[src/rtl/seg7_scan_driver_if.sv]
// seg7_scan_driver_if: CPU bridge bus shared with the LED light driver
interface seg7_scan_driver_if;
  logic        Addr;
  logic [31:0] DIn;
  logic        WE;
  logic [31:0] RD;
  modport master(output Addr, DIn, WE, input RD);
  modport slave(input Addr, DIn, WE, output RD);
endinterface

[src/rtl/seg7_scan_driver.sv]
// seg7_scan_driver: memory-mapped 8-digit common-anode hex display scanner with blank gap per slot
module seg7_scan_driver #(
  parameter int SCAN_DIV   = 50000,
  parameter int GAP_CYCLES = 500,
  parameter int CNT_W      = 16
) (
  input  logic                      clk,
  input  logic                      reset,
  seg7_scan_driver_if.slave         bus,
  output logic [7:0]                digit_sel,
  output logic [7:0]                seg
);
  localparam logic [15:0][6:0] HEX = {
    7'h0E, 7'h06, 7'h21, 7'h46, 7'h03, 7'h08, 7'h10, 7'h00,
    7'h78, 7'h02, 7'h12, 7'h19, 7'h30, 7'h24, 7'h79, 7'h40
  };
  logic [31:0]      data;
  logic [16:0]      ctrl;
  logic [CNT_W-1:0] cnt;
  logic [2:0]       idx;
  logic             en, dark;
  logic [3:0]       nib;
  logic [7:0]       blank, dp;
  assign en    = ctrl[16];
  assign blank = ctrl[7:0];
  assign dp    = ctrl[15:8];
  assign nib   = data[{idx, 2'b00} +: 4];
  assign dark  = !en || cnt < CNT_W'(GAP_CYCLES) || blank[idx];
  assign bus.RD = reset ? '0 : bus.Addr ? {15'd0, ctrl} : data;
  always_ff @(posedge clk) begin
    if (reset) begin
      data      <= '0;
      ctrl      <= 17'h1_0000;
      cnt       <= '0;
      idx       <= '0;
      digit_sel <= 8'hFF;
      seg       <= 8'hFF;
    end else begin
      if (bus.WE && bus.Addr) ctrl <= bus.DIn[16:0];
      if (bus.WE && !bus.Addr) data <= bus.DIn;
      // scan state uses the pre-write enable, so a disabling write darkens one edge later
      if (!en) begin
        cnt <= '0;
        idx <= '0;
      end else if (cnt == CNT_W'(SCAN_DIV - 1)) begin
        cnt <= '0;
        idx <= idx + 3'd1;
      end else begin
        cnt <= cnt + CNT_W'(1);
      end
      digit_sel <= dark ? 8'hFF : ~(8'd1 << idx);
      seg       <= dark ? 8'hFF : {~dp[idx], HEX[nib]};
    end
  end
endmodule
[src/flat_wrapper.sv]
// flat-port wrapper written by rule: the top's interface ports become plain ports
module seg7_scan_driver_flat 
#(
  parameter int SCAN_DIV   = 50000,
  parameter int GAP_CYCLES = 500,
  parameter int CNT_W      = 16
)
  (clk, reset, digit_sel, seg, bus_Addr, bus_DIn, bus_WE, bus_RD);
  seg7_scan_driver_if bus_i ();
  input  logic clk;
  input  logic reset;
  output logic [7:0] digit_sel;
  output logic [7:0] seg;
  input wire logic [$bits(bus_i.Addr)-1:0] bus_Addr;
  input wire logic [$bits(bus_i.DIn)-1:0] bus_DIn;
  input wire logic [$bits(bus_i.WE)-1:0] bus_WE;
  output wire logic [$bits(bus_i.RD)-1:0] bus_RD;
  assign bus_i.Addr = bus_Addr;
  assign bus_i.DIn = bus_DIn;
  assign bus_i.WE = bus_WE;
  assign bus_RD = bus_i.RD;
  seg7_scan_driver #(.SCAN_DIV(SCAN_DIV), .GAP_CYCLES(GAP_CYCLES), .CNT_W(CNT_W)) u_core (.clk(clk), .reset(reset), .bus(bus_i), .digit_sel(digit_sel), .seg(seg));
endmodule
[config.mk]
export PLATFORM = sky130hd
export DESIGN_NAME = seg7_scan_driver_flat
export DESIGN_NICKNAME = d
export VERILOG_FILES = /design/src/rtl/seg7_scan_driver_if.sv /design/src/rtl/seg7_scan_driver.sv /design/src/flat_wrapper.sv
export SDC_FILE = /design/constraint.sdc
export NUM_CORES = 1
export LEC_CHECK = 0
export BUFFER_PORTS_ARGS = -buffer_cell sky130_fd_sc_hd__buf_4
export CAP_MARGIN = 5
export CORE_UTILIZATION = 30
export CTS_CLUSTER_DIAMETER = 100
export CTS_CLUSTER_SIZE = 24
export DETAILED_ROUTE_END_ITERATION = 7
export PLACE_DENSITY_LB_ADDON = 0.25
export SETUP_SLACK_MARGIN = 0.2
export SLEW_MARGIN = 5
export SYNTH_ARGS = -nofsm -noshare
export SYNTH_HDL_FRONTEND = slang
export SYNTH_SLANG_ARGS = --single-unit
[constraint.sdc]
create_clock -name clk -period 4.4 [get_ports clk]
set_input_delay 0.44 -clock clk [delete_from_list [all_inputs] [get_ports clk]]
set_output_delay 0.44 -clock clk [all_outputs]
set_load 0.05 [all_outputs]
==> metrics.sh <==
SYNTHESIS.YOSYS.WARNINGS=0
DIE_H_UM=117.1
ANTENNA_FOUND_INITIAL=0
FINAL-SETUP-VIOL-COUNT=0
SYNTH.LARGEST_AREA_CELL='sky130_fd_sc_hd__dfxtp_1'
MIN-DELAY-PATH-CLASS='input pin to flip-flop'
ROUTE.MET2.WL_UM=4831
WIRE_PER_INST_UM=14.30
GLOBAL_ROUTE_WIRE_LENGTH_BEFORE_REPAIR_UM=16230
DRIVE_ABOVE_1_SHARE=0.2268
POST_SYNTH.CELL_AREA_AVG_UM2=8.714
MULTI_INPUT_AREA_UM2=2122
WIRELENGTH_MET1_UM=4661
FIN_HOLD_WS_NS=0.3471
WORST_SKEW_PAIR.LATE_LATENCY_NS=0.33
HIGHEST_COUNT_CELLS_IN_THE_LAYOUT_IGNORING_FILL_AND_TAPS='sky130_fd_sc_hd__nand2_1 (119), sky130_fd_sc_hd__buf_4 (85), sky130_fd_sc_hd__dfxtp_1 (84), sky130_fd_sc_hd__a21oi_1 (50), sky130_fd_sc_hd__nor2_1 (38)'
VDD_IR_DROP_MAX_mV=0.1849
CRITICAL_PATH_PEAK_FANOUT=16
STATUS='completed'
CLOCKBUFFERDEPTH=2
VIA_COUNT=3266
FINALCOREUTILIZATION=0.3911
SYNTH.FF_LATCH_COUNT=84
WORST_EP_ARRIVAL_TIME_NS=2.94
MET3ROUTEDLENGTH_UM=460
NUMBER_OF_POST_CTS_SETUP_REPAIR_BUFFERS=0
CRIT_START='u_core.idx[1]$_SDFFE_PP0P_'
GLOBAL_ROUTE.OVERFLOW_TOTAL=0
NUM_ANTENNA_CELLS=0
FINAL_CRITICAL_PATH_SHARE_OF_THE_CLOCK_PERIOD=0.6205
SYNTHESIS.NETS=505
SYNTHDOMINANTCELLAREASHARE=0.4232
SKEW_NS=0.006259
FINALHOLDVIOLATIONS=0
CTS.REPORTEDPATHS.CLKPINSLEW_NS=0.06
GRTUSAGETOTAL=0.1548
CTS_SINKS=84
POSTROUTEANTENNANETS=0
CP-START-KIND='flip-flop'
FIN_NETS=573
CELL_AREA_AFTER_SYNTHESIS_UM2=3974
ROUTE.DETAILED.VIAS_PER_INST=4.659
NUMPLACEDINSTANCES=685
SLEW_HEADROOM=0.4834
SYNTHESIS.INSTANCES=456
SEQUENTIAL_CELL_AREA_UM2=1682
DIE_AREA_UM2=13710
DPL.HPWL_UM=7267
MAX_SLEW.WORST_PIN.SLEW_NS=0.7738
SETUP.WORST_PATH.CLASS='flip-flop to flip-flop'
PLACE_CONGESTION=0.8360
RSZ0062_AT_GRT='no'
PERIOD_NEEDED_NS=2.730
EFFECTIVE_UTILIZATION_AT_FLOORPLAN=0.3111
GRT_MAX_DEGREE=70
PLACEMENT.CELL_AREA_UM2=4691
SYN_TO_FINAL_GROWTH_PCT=25.72
ROUTED_WIRELENGTH_UM=10020
VIAS_IN_THE_FIRST_GLOBAL_ROUTE=3180
LAYOUT.CELLS.MOST_COMMON='sky130_fd_sc_hd__nand2_1'
INSTANCES_NO_FILL=701
NUMCTSBUFFERS=9
HOLD_PATH.STARTPOINT='bus_DIn[16]'
POST-ROUTE-DRC-COUNT=0
TRITONCTS='built'
SYNTH.LIB_CELLS_USED.DISTINCT=40
REG2REG_FROM='u_core.idx[1]$_SDFFE_PP0P_'
CTS_HTREE_LEVELS=3
DRT_PRE_ANTENNA_ITERS=4
IOPINCOUNT=84
POWERDENSITY_nW_PER_UM2=349.1
MAX_CAP_VIOL_COUNT=0
CORE_AREA_UM2=12770
POSTCTSHOLDBUFS=0
CRIT_END_CATEGORY='flip-flop'
NFILLCELLS=1297
SYNTH.AREA.TOP_CELLS='sky130_fd_sc_hd__dfxtp_1 (42%), sky130_fd_sc_hd__nand2_1 (11%), sky130_fd_sc_hd__mux4_2 (6.8%), sky130_fd_sc_hd__a21oi_1 (6.3%), sky130_fd_sc_hd__mux2i_1 (5.3%)'
REQUIRED_NS=4.61
SYNTH_SEQ_AREA_SHARE=0.4232
SETUP_TOTAL_NEGATIVE_SLACK_NS=0
POST_CTS_RESIZED=0
CTS_ROOT_BUF='sky130_fd_sc_hd__clkbuf_16'
STDCELL_AREA_UM2=4996
DIEWIDTH_UM=117.1
FMAX_MHz=366.3
HIGHEST_LAYER='met4'
P_LEAK_nW=2.004
STD_CELL_ROWS=41
MAXSLEWVIOLCOUNT=0
NUMPORTBUFFERS=83
DRT-INITIAL-DRC-COUNT=226
layout make-up:
| type | count | area share |
|---|---|---|
| clock inverter | 3 | 0.009016 |
| clock buffer | 13 | 0.05209 |
| tap | 172 | 0.04308 |
| multi-input combinational | 337 | 0.4247 |
| sequential | 84 | 0.3366 |
| inverter | 7 | 0.006762 |
| timing repair buffer | 85 | 0.1277 |
per-stage QoR:
| step | worst slack [ns] | power, mW |
|---|---|---|
| floorplan | 2.044 | 0.9286 |
| global placement | 1.762 | 0.9940 |
| detailed placement | 1.639 | 0.9961 |
| CTS | 1.617 | 1.762 |
| global route | 1.394 | 1.810 |
| finish | 1.670 | 1.744 |
kinds of logic after synthesis:
| family | share of synthesized area |
|---|---|
| flip-flops | 0.4232 |
| AND/OR/NAND/NOR | 0.2305 |
| XOR/XNOR | 0.03306 |
| AO/OA/AOI/OAI | 0.08344 |
| buffers and inverters | 0.04345 |
| multiplexers | 0.1455 |
| adder cells (fa/ha/maj) | 0.04093 |
metal layers:
metal	track usage	up-vias
met3	0.03811	6
li1	-	1663
met5	0	-
met4	0.04388	0
met2	0.2596	77
met1	0.1979	1520
critical path, stage by stage (launching register included):
cell and delay (ns):
sky130_fd_sc_hd__dfxtp_1 0.82, sky130_fd_sc_hd__mux4_2 0.60, sky130_fd_sc_hd__nand2_1 0.08, sky130_fd_sc_hd__and2_1 0.22, sky130_fd_sc_hd__inv_1 0.14, sky130_fd_sc_hd__ha_1 0.27
sky130_fd_sc_hd__mux2_1 0.29, sky130_fd_sc_hd__mux2i_1 0.12, sky130_fd_sc_hd__nand2_1 0.07
sequential cells by signal (all words and copies together), names as in the netlist:
| signal | cells |
|---|---|
| u_core.idx | 3 |
| u_core.digit_sel | 8 |
| u_core.cnt | 16 |
| u_core.data | 32 |
| u_core.ctrl | 17 |
| u_core.seg | 8 |
worst paths after layout:
check | to | slack (ns) | cells past startpoint
min reg2reg | u_core.data[18]$_SDFFE_PP0P_ | 0.47 | 2
max reg2reg | u_core.seg[3]$_SDFF_PP1_ | 1.67 | 8
min | u_core.ctrl[16]$_SDFFE_PP1P_ | 0.35 | 3
max | u_core.seg[3]$_SDFF_PP1_ | 1.67 | 8
synthesized netlist by cell type:
library cell and n:
sky130_fd_sc_hd__o211ai_1 5, sky130_fd_sc_hd__buf_6 3, sky130_fd_sc_hd__nand3_1 11, sky130_fd_sc_hd__clkbuf_4 1
sky130_fd_sc_hd__and2_1 18, sky130_fd_sc_hd__o22ai_1 1, sky130_fd_sc_hd__mux2i_4 2, sky130_fd_sc_hd__mux2_1 2
sky130_fd_sc_hd__mux4_2 12, sky130_fd_sc_hd__mux2i_1 21, sky130_fd_sc_hd__nor3_1 3, sky130_fd_sc_hd__nand2_1 119
sky130_fd_sc_hd__mux2_4 2, sky130_fd_sc_hd__nand4_1 4, sky130_fd_sc_hd__inv_1 6, sky130_fd_sc_hd__buf_2 3
sky130_fd_sc_hd__nor4_1 1, sky130_fd_sc_hd__nor4bb_1 1, sky130_fd_sc_hd__nor2_1 38, sky130_fd_sc_hd__xor2_1 9
sky130_fd_sc_hd__nand2b_1 5, sky130_fd_sc_hd__o221ai_2 1, sky130_fd_sc_hd__nor2b_1 1, sky130_fd_sc_hd__dfxtp_1 84
sky130_fd_sc_hd__and4_1 1, sky130_fd_sc_hd__or2_2 1, sky130_fd_sc_hd__and2b_1 1, sky130_fd_sc_hd__o21ai_1 1
sky130_fd_sc_hd__buf_1 4, sky130_fd_sc_hd__and4_2 1, sky130_fd_sc_hd__and3_1 3, sky130_fd_sc_hd__clkbuf_1 16
sky130_fd_sc_hd__xnor2_1 6, sky130_fd_sc_hd__buf_4 1, sky130_fd_sc_hd__ha_1 13, sky130_fd_sc_hd__inv_8 1
sky130_fd_sc_hd__a21oi_1 50, sky130_fd_sc_hd__nand3b_1 1, sky130_fd_sc_hd__or2_1 1, sky130_fd_sc_hd__o221ai_1 2
power by group:
part | internal [mW] | total (mW) | switching (mW)
combinational | 0.0690 | 0.174 | 0.105
clock | 0.471 | 0.765 | 0.294
sequential | 0.784 | 0.805 | 0.0208
total | 1.32 | 1.74 | 0.420
(Power assumes the default switching activity.)
